## config.mk

```make
export PLATFORM = sky130hd
export DESIGN_NAME = cache_miss_handler
export DESIGN_NICKNAME = d
export VERILOG_FILES = /design/src/rtl/cache_miss_handler.sv
export SDC_FILE = /design/constraint.sdc
export NUM_CORES = 1
export LEC_CHECK = 0
export CORE_AREA = 2 2 157 159
export CTS_CLUSTER_SIZE = 12
export DETAILED_ROUTE_END_ITERATION = 16
export DIE_AREA = 0 0 159 161
export PLACE_DENSITY_LB_ADDON = 0.25
export SYNTH_ARGS = -nofsm -noshare
export SYNTH_HDL_FRONTEND = slang
export SYNTH_SLANG_ARGS = --single-unit
export TNS_END_PERCENT = 10
```

## constraint.sdc

```tcl
create_clock -name clk -period 6.2 [get_ports clk]
set_clock_uncertainty 0.15 [all_clocks]
set_input_delay 1.55 -clock clk [delete_from_list [all_inputs] [get_ports clk]]
set_output_delay 1.55 -clock clk [all_outputs]
set_load 0.005 [all_outputs]
```

## src/rtl/cache_miss_handler.sv

```systemverilog
// Miss controller between the split I/D caches and unified main memory.
// Hits complete combinationally in IDLE. Misses write back a dirty D-line, fill the D-line, then fill the I-line.
module cache_miss_handler #(
   parameter int TAG_W  = 8,
   parameter int LINE_W = 64
) (
   input  logic              clk,
   input  logic              rst_n,
   input  logic              i_fetch,
   input  logic              re,
   input  logic              we,
   input  logic [15:0]       i_addr,
   input  logic [15:0]       d_addr,
   input  logic [15:0]       wr_data,
   input  logic              i_hit,
   input  logic              d_hit,
   input  logic              d_dirty,
   input  logic [TAG_W-1:0]  d_tag,
   input  logic [LINE_W-1:0] d_line,
   input  logic [LINE_W-1:0] m_line,
   input  logic              m_rdy,
   output logic              i_re,
   output logic              d_re,
   output logic              i_we,
   output logic              d_we,
   output logic              i_dirty_in,
   output logic              d_dirty_in,
   output logic [LINE_W-1:0] i_data,
   output logic [LINE_W-1:0] d_data,
   output logic              m_re,
   output logic              m_we,
   output logic [13:0]       m_addr,
   output logic [LINE_W-1:0] m_data,
   output logic              rdy
);

   localparam int IDX_W = 14 - TAG_W;

   localparam logic [1:0] IDLE  = 2'd0;
   localparam logic [1:0] WB    = 2'd1;
   localparam logic [1:0] DFILL = 2'd2;
   localparam logic [1:0] IFILL = 2'd3;

   logic [1:0] state;
   logic [1:0] state_next;
   logic       d_req;
   logic       i_miss;
   logic       d_miss;
   logic       unused_ok;

   // Instruction fetches are line granular, so the word select bits never matter here.
   assign unused_ok = &{1'b0, i_addr[1:0]};

   assign d_req  = re | we;
   assign i_miss = i_fetch & ~i_hit;
   assign d_miss = d_req & ~d_hit;

   function automatic logic [LINE_W-1:0] merge_word(input logic [LINE_W-1:0] line,
                                                    input logic [1:0]        sel,
                                                    input logic [15:0]       word);
      logic [LINE_W-1:0] res;
      res = line;
      res[{sel, 4'b0000} +: 16] = word;
      return res;
   endfunction

   always_ff @(posedge clk or negedge rst_n) begin
      if (!rst_n) begin
         state <= IDLE;
      end else begin
         state <= state_next;
      end
   end

   // Every output is held low while reset is asserted, so a memory request in flight is abandoned.
   always_comb begin
      state_next = state;
      i_re       = 1'b0;
      d_re       = 1'b0;
      i_we       = 1'b0;
      d_we       = 1'b0;
      i_dirty_in = 1'b0;
      d_dirty_in = 1'b0;
      i_data     = '0;
      d_data     = '0;
      m_re       = 1'b0;
      m_we       = 1'b0;
      m_addr     = '0;
      m_data     = '0;
      rdy        = 1'b0;
      if (rst_n) begin
         case (state)
            IDLE: begin
               i_re = i_fetch;
               d_re = d_req;
               rdy  = ~i_miss & ~d_miss;
               if (we && d_hit) begin
                  d_we       = 1'b1;
                  d_data     = merge_word(d_line, d_addr[1:0], wr_data);
                  d_dirty_in = 1'b1;
               end
               // A data miss is serviced first; the instruction miss is picked up on the next IDLE lookup.
               if (d_miss) begin
                  state_next = d_dirty ? WB : DFILL;
               end else if (i_miss) begin
                  state_next = IFILL;
               end
            end
            WB: begin
               m_we   = 1'b1;
               m_addr = {d_tag, d_addr[IDX_W+1:2]};
               m_data = d_line;
               if (m_rdy) begin
                  state_next = DFILL;
               end
            end
            DFILL: begin
               m_re   = 1'b1;
               m_addr = d_addr[15:2];
               if (m_rdy) begin
                  d_we       = 1'b1;
                  d_data     = we ? merge_word(m_line, d_addr[1:0], wr_data) : m_line;
                  d_dirty_in = we;
                  state_next = IDLE;
               end
            end
            IFILL: begin
               m_re   = 1'b1;
               m_addr = i_addr[15:2];
               if (m_rdy) begin
                  i_we       = 1'b1;
                  i_data     = m_line;
                  state_next = IDLE;
               end
            end
            default: begin
               state_next = IDLE;
            end
         endcase
      end
   end

endmodule

```

### After elaboration in Yosys (flattened, before gate mapping)

Index checks and enable logic that the tools add are counted.

* add/sub/neg operators: 1
* reductions and logical operators: 4
* equal/unequal tests: 6
* shift-type cells: 2
* bitwise operators: 8
* mux-type cells: 39

Operators by type and width (number)
* two-way mux 64 bit: 9
* bitwise mux 64 bit: 2
* one-hot mux 64 bit (2 select lines): 1
* variable shift 16 x 8 -> 64 bit, first input constant: 1
* indexed part select 16 x 8 -> 64 bit: 1
* one-hot mux 14 bit (3 select lines): 1
* two-way mux 1 bit: 17
* two-way mux 14 bit: 1
* two-way mux 2 bit: 5
* negation 6 -> 8 bit: 1
* one-hot mux 2 bit (3 select lines): 1
* == test 2 bit, second input constant: 2
* NOT 1 bit: 4
* one-hot mux 1 bit (2 select lines): 2
* AND reduction 4 bit: 1
* bitwise AND 1 bit: 3
* != test 3 bit, second input constant: 1
* == test 2 x 1 -> 1 bit, second input constant: 1
* logical NOT 2 bit: 1
* != test 2 x 1 -> 1 bit, second input constant: 1
* != test 2 bit, second input constant: 1
* OR reduction 2 bit: 1
* logical AND 1 bit: 1
* OR 1 bit: 1

* logic and storage cells: 61
* input bits: 193
* output and inout bits: 215
* flip-flop bits (word level): 2

### Depth between registers and ports, before layout

Gate-level depths: netlist of run 1.

* depth in word-level cells: 7
* depth in mapped cells: 10
* mapped depth without buffers: 5

### Least setup slack after synthesis of run 1

OpenSTA, ideal clock, no wires.

* path type: input-to-output
* from: input d_addr[0]
* to: output d_data[53]
* path buffers: 4
* required time: 4.500 ns
* setup slack: 1.148 ns
* data arrival time: 3.352 ns
* cell stages on the path: 9
* cells stage by stage: buf_2 -> buf_1 -> inv_1 -> ha_1 -> buf_2 -> nand2b_1 -> clkbuf_1 -> o21ai_0 -> a32o_1

* word-level cells in the longest chain between the ends: 7
* elaborated cells on any way between the ends: 10
* classes of those cells: add/sub: 1; shift: 2; mux: 7

Ends and longest elaborated chain
* start, declared: line 13 `input logic [15:0] d_addr,`
* negation 6 -> 8 bit *: line 63 `res[{sel, 4'b0000} +: 16] = word;`
* indexed part select 16 x 8 -> 64 bit / variable shift 16 x 8 -> 64 bit (equally long branches): line 63
* bitwise mux 64 bit: line 63
* two-way mux 64 bit: line 122 `d_data = we ? merge_word(m_line, d_addr[1:0], wr_data) : m_line;`
* two-way mux 64 bit: line 120 `if (m_rdy) begin`
* one-hot mux 64 bit (2 select lines) *: line 92 `case (state)`
* two-way mux 64 bit *: line 91 `if (rst_n) begin`
* end, declared: line 29 `output logic [LINE_W-1:0] d_data,`

Mark *: on every way between the ends. The rest lies on a longest branch, timed or not.

### Worst setup path after layout of run 1

* from: input d_addr[1]
* to: output d_data[62]

The elaborated chain is that of the path after synthesis.

==> reports/metrics.csv, run 1 <==
stage;metric;value;unit
status;status;finished clean;
synth;synth_top_area_share;0.1178;
sta;worstMarginPinSlew;1.016;ns
synth;yosysUniqueCellTypes;40;
worst_hold_path;min_path_type;flip-flop to flip-flop;
synth;synth_xor_area_frac;0;
synth;ys_warn_count;0;
finish;fin_nets;1196;
routing;via_per_inst;5.020;
worst_setup_path;path_cells;clkdlybuf4s50_1 -> inv_1 -> ha_1 -> nand2b_1 -> o21ai_0 -> a32o_1 -> clkdlybuf4s50_1;
finish;area_growth_syn_to_layout;105.2;%
clocking;clock-root-buffer;clkbuf_16;
routing;wire_per_inst;20.68;um
worst_setup_path;worst_setup_path_start_kind;input port;
finish;top_register;state;
routing;vias;6627;
clocking;path_clk_slew;0.03;ns
sta;hold_viol;0;
worst_setup_path;worstSetupPathType;input port to output pin;
synth;synthSimpleGateAreaFrac;0.3628;
worst_setup_path;cp_common_cell;clkdlybuf4s50_1;
clocking;cts_buffers;3;
synth;yosysMostFrequentCell;nor2_1;
clocking;cts_max_level;1;
synth;synth_mux_area_frac;0.03864;
synth;synth-seq-cells;2;
run;drv_cap;0;
synth;yosysSeqAreaShare;0.01227;
routing;drt_wl_total;27.30;mm
worst_setup_path;path_buf_inv;3;
die;fp.dieArea;0.02560;mm^2
finish;reg.largest.list;state (2);
routing;drc;0;
finish;diodes;0;
die;die_h;161;um
placement;place.gp.congestion;0.7837;
placement;dp_hpwl;20.88;mm
clocking;cts_setup_buffers;0;
clocking;cts_resized;0;
sta;tns;0;ns
grt;grt.total_usage;0.2000;
grt;grt_pass1_vias;6406;
synth;postSynthCellCount;666;
pwr;p_total;1337;uW
routing;drtIter0Drc;419;
finish;drive_gt1_frac;0.04518;
worst_setup_path;critical_path.top_delay_family;buffers and inverters;
pwr;power_leakage;0.003062;uW
synth;synth_area_leaders;a32o_1 12%, and2_1 10%, and3_1 9.8%;
die;ioPinCount;408;
synth;synth_compound_area_frac;0.4612;
worst_setup_path;crit_path_end_kind;output pin;
finish;largest_reg_flops;2;
synth;netlist_area;0.004080;mm^2
synth;syn-num-nets;864;
routing;drt_first_pass_iters;5;
clocking;numClockSinks;2;
synth;synth_fa_ha_area_frac;0.01533;
sta;slew_viol_final;0;
synth;ys.flop_type;dfrtp_1;
grt;antenna_found_initial;0;
pwr;irDropWorstVdd;0.1200;mV
die;die_x;159;um
sta;slew_headroom;0.3228;
clocking;cts_tree;yes;
grt;grt_overflow_total;0;
worst_setup_path;slowest_delay;0.54;ns
synth;synth_top_family_by_area;compound AO/OA/AOI/OAI gates;
synth;synth_top_area_cell;a32o_1;
die;rows;57;
pwr;p_per_area;159.6;mW/mm^2
clocking;cts_hold_buf;0;
worst_setup_path;critPathMaxFanout;16;
worst_setup_path;arrival;4.02;ns
routing;antenna_left;0;
die;start_util;0.1703;
worst_setup_path;crit_slowest_cell;clkdlybuf4s50_1;
sta;finalCritPeriodShare;0.9230;
sta;rsz0062_at_grt;no;
sta;max_freq;174.8;MHz
worst_setup_path;cp_data_required_time;4.50;ns
grt;grt_start_max_net_pins;49;
grt;grt_pass1_wl;40.56;mm
sta;fin_crit;5.722;ns
clocking;clk_latency;0.22;ns
placement;io_buffer_count;404;
clocking;clockBufferDepth;2;
die;core-area;0.02396;mm^2
sta;finalSetupViolCount;0;
synth;synth_edf_count;0;
synth;synth.avg_cell_area;6.126;um^2
synth;async_flop_share;1.000;
synth;synth_common_cells;81 x nor2_1, 74 x o21ai_0, 67 x and2_1;
-- final timing paths --
path | startpoint | end | slack (ns) | cells past startpoint
max in group asynchronous | rst_n | state[0]$_DFFE_PN0P_ | 3.88 | 2
setup reg to reg | state[1]$_DFFE_PN0P_ | state[1]$_DFFE_PN0P_ | 4.28 | 3
setup / recovery | d_addr[1] | d_data[62] | 0.48 | 7
min in group asynchronous | rst_n | state[1]$_DFFE_PN0P_ | 1.71 | 2
hold reg to reg | state[1]$_DFFE_PN0P_ | state[1]$_DFFE_PN0P_ | 0.91 | 1
hold / removal | state[1]$_DFFE_PN0P_ | state[1]$_DFFE_PN0P_ | 0.91 | 1
-- per-layer routing --
metal,track usage,vias up,wire (um)
met5,0,-,0
met4,0.02521,0,250
met3,0.03672,13,1978
met2,0.3603,323,13690
met1,0.2551,3117,11380
li1,-,3174,-
-- final cells by class --
type / instances / area [um^2]
sequential: 2 / 50.05
fill: 2643 / 15590
timing repair buffer: 422 / 4207
inverter: 5 / 18.77
tap: 324 / 405.4
clock buffer: 3 / 75.07
multi-input combinational: 564 / 3618
-- power by group --
part	total [uW]	switching [uW]	internal (uW)
Combinational	1170	523	642
Clock	96.6	14.6	82.0
Sequential	74.8	56.6	18.2
Total	1340	594	743
-- kinds of logic after synthesis --
logic type,count (synthesis)
other,1
DFF,2
adders and majority gates,5
buffers and inverters,100
muxes,14
AOI/OAI and AO/OA,280
and+or+nand+nor,264
-- stage by stage --
step | util | worst slack [ns] | cell area, um^2 | hold slack, ns | instances
after detailed placement | 0.3463 | 0.4282 | 8299 | 0.9226 | 1317
after floorplan | - | 1.148 | 4080 | 0.5178 | 666
after global routing | 0.3495 | 0.2957 | 8374 | 0.9850 | 1320
final | 0.3495 | 0.4776 | 8374 | 0.9104 | 1320
after CTS | 0.3495 | 0.3961 | 8374 | 0.9301 | 1320
after global placement | 0.3463 | 0.4606 | 8299 | 0.9335 | 1317
-- cells in the final DEF (no fill, tap or decap), types with 2 or more instances in the layout --
master           instances
nand2_1                  2
buf_12                   3
clkdlybuf4s50_1        402
a32o_1                  48
o21bai_1                 2
nor2_1                  81
a21oi_1                 49
inv_1                    4
and2_1                  67
o21ai_1                  8
dfrtp_1                  2
nor2b_4                  2
nand2b_1                22
a22oi_1                 14
and3_1                  64
ha_1                     5
buf_2                    2
o21ai_0                 74
a2bb2oi_1               16
o2bb2ai_1                2
buf_4                   15
nor3b_1                 17
clkbuf_16                3
o22ai_1                 48
mux2_2                  14
o311ai_0                16
Power figures use the tool's default switching activity.
==> run 2: changes to the inputs <==
GPL_TIMING_DRIVEN = 0   (was not set)
==> run 2 against run 1 <==
- final cell count rose by 5.8%
- fmax is 5.7% lower
- utilization rose by 0.99 points
- global-route usage is 1.6 points higher
- first-iteration DRC count increased by 4.1%
- largest cell class unchanged
- largest power group unchanged
- highest routed layer unchanged
==> reports/metrics.csv, run 2 (synthesized netlist as in run 1, its figures left out) <==
stage;metric;value;unit;change
status;status;finished clean;;
sta;setup_ws;0.1349;ns;-0.3427 ns
finish;fill_cells;2587;;-2.1%
worst_setup_path;worst_setup_path_start_kind;input port;;
worst_setup_path;timing.rr.end;state[0]$_DFFE_PN0P_;;
sta;max_freq;164.9;MHz;-5.7%
routing;drt_wl_total;29.53;mm;+8.2%
pwr;p_per_area;160.9;mW/mm^2;+0.79%
worst_setup_path;worstSetupPathType;input port to output pin;;
clocking;clk_latency;0.22;ns;about the same
die;fp.dieArea;0.02560;mm^2;unchanged
worst_setup_path;crit_slowest_cell;clkdlybuf4s50_1;;
routing;drt_first_pass_iters;5;;unchanged
clocking;cts_max_level;1;;unchanged
die;core-area;0.02396;mm^2;unchanged
finish;diodes;0;;unchanged
clocking;cts_hold_buf;0;;unchanged
sta;fin_crit;6.065;ns;+0.3427 ns
worst_hold_path;min_path_type;flip-flop to flip-flop;;
worst_setup_path;critical_path.top_delay_family;buffers and inverters;;
grt;grt_pass1_wl;43.22;mm;+6.6%
clocking;clock-root-buffer;clkbuf_16;;
worst_hold_path;hold_depth;4;;+3
pwr;power_leakage;0.003185;uW;+4.0%
worst_setup_path;crit_path_end_kind;output pin;;
placement;place.gp.congestion;0.8266;;+5.5%
routing;vias;6935;;+4.6%
finish;fin_nets;1272;;+6.4%
routing;drtIter0Drc;436;;+4.1%
worst_setup_path;critPathMaxFanout;10;;-6
routing;drc;0;;unchanged
pwr;irDropWorstVdd;0.1104;mV;-8.0%
sta;worstMarginPinSlew;0.7369;ns;-0.2789 ns
sta;finalCritPeriodShare;0.9782;;+0.05528
placement;pre_cts_slack;-0.5843;ns;-1.012 ns
die;die_h;161;um;unchanged
worst_setup_path;cp_data_required_time;4.50;ns;about the same
finish;final_common_cell;clkdlybuf4s50_1;;
finish;largest_reg_flops;2;;unchanged
placement;io_buffer_count;403;;-0.25%
grt;grt_pass1_vias;6924;;+8.1%
routing;antenna_left;0;;unchanged
routing;wire_per_inst;21.15;um;+2.3%
sta;slew_headroom;0.5087;;+0.1859
worst_hold_path;min_to;state[0]$_DFFE_PN0P_;;
pwr;p_total;1386;uW;+3.6%
worst_setup_path;slowest_delay;0.54;ns;about the same
sta;hold_viol;0;;unchanged
finish;final_cells;1396;;+5.8%
routing;via_per_inst;4.968;;-1.0%
die;ioPinCount;408;;unchanged
worst_setup_path;reg2reg_setup_slack;4.60;ns;+0.32 ns
finish;mostFrequentLayoutCells;402 x clkdlybuf4s50_1, 81 x nor2_1, 73 x o21ai_0;;
die;rows;57;;unchanged
grt;grt_start_max_net_pins;12;;-76%
clocking;cts_tree;yes;;
run;drv_cap;0;;unchanged
worst_setup_path;arrival;4.37;ns;+0.35 ns
clocking;clockBufferDepth;2;;unchanged
finish;top_register;state;;
placement;dp_hpwl;24.23;mm;+16%
worst_hold_path;hp-start;state[1]$_DFFE_PN0P_;;
worst_setup_path;r2r_cells;4;;+1
sta;tns;0;ns;unchanged
sta;slew_viol_final;0;;unchanged
die;die_x;159;um;unchanged
sta;finalSetupViolCount;0;;unchanged
finish;drive_gt1_frac;0.05504;;+0.009857
finish;utilization;0.3594;;+0.009921
worst_setup_path;r2r-start;state[0]$_DFFE_PN0P_;;
grt;grt.total_usage;0.2165;;+0.01648
worst_setup_path;path_buf_inv;7;;+4
finish;reg.largest.list;state (2);;
sta;rsz0062_at_grt;no;;
die;start_util;0.1703;;unchanged
grt;grt_overflow_total;0;;unchanged
clocking;path_clk_slew;0.03;ns;about the same
grt;antenna_found_initial;0;;unchanged
worst_setup_path;path_cells;dlygate4sd2_1 -> buf_6 -> buf_4 -> inv_1 -> ha_1 -> buf_2 -> nand2b_1 -> clkbuf_2 -> o21ai_0 -> a32o_1 -> clkdlybuf4s50_1;;
clocking;numClockSinks;2;;unchanged
finish;area_growth_syn_to_layout;111.1;%;
placement;place_inst;1393;;+5.8%
clocking;cts_buffers;3;;unchanged
[run 2: cell count changes in the layout (fill, tap and decap cells not counted), moves of 2 or more]
cell,change
buf_12,-3
buf_2,+22
buf_4,-12
buf_6,+5
clkbuf_1,+57
clkbuf_2,+5
nor2b_1,+2
nor2b_4,-2
[run 2: report_power, final]
part,internal [uW],switching (uW)
clock,82.2,16.7
sequential,19.4,7.94
combinational,656,603
total,758,628
[run 2: how the worst max path moves through the flow]
stage | from | end | cells past startpoint
floorplan | d_addr[0] | d_data[53] | 9
global placement | d_addr[0] | d_data[62] | 11
detailed placement | d_addr[0] | d_data[62] | 11
CTS | rst_n | d_data[14] | 7
global route | d_addr[0] | d_data[62] | 11
finish | d_addr[0] | d_data[62] | 11
[run 2: cell type report]
cell class / instances / area (um^2) / area share
Sequential cell: 2 / 50.05 / 0.005811
Timing Repair Buffer: 403 / 4033 / 0.4683
Multi-Input combinational cell: 564 / 3588 / 0.4167
Clock buffer: 3 / 75.07 / 0.008717
Buffer: 95 / 441.7 / 0.05129
Tap cell: 324 / 405.4 / 0.04707
Inverter: 5 / 18.77 / 0.002179
[run 2: routing by layer]
metal	share of wire	GRT usage
met4	0.012	0.03140
met3	0.067	0.03570
met1	0.43	0.2732
met2	0.49	0.3949
met5	0	0
[run 2: through the flow]
| stage | hold WS (ns) | area (um^2) |
|---|---|---|
| 6_report | 0.5916 | 8612 |
| 5_1_grt | 0.6335 | 8612 |
| 4_1_cts | 0.5988 | 8611 |
| 3_5_place_dp | 0.5940 | 8519 |
| 3_3_place_gp | 0.5742 | 8519 |
| 2_1_floorplan | 0.5178 | 4080 |
[run 2: timing repair]
item / CTS / global route
setup endpoints to repair: 84 / 10
buffers inserted: 0 / 0
gates resized for setup: 10 / 3
gates cloned: 0 / 0
[run 2: worst reg2reg max path: cells and delay by family, from the launching register on]
family | cells | cell delay, ns
compound gates | 3 | 0.70
buf+inv | 1 | 0.24
flops | 1 | 0.44
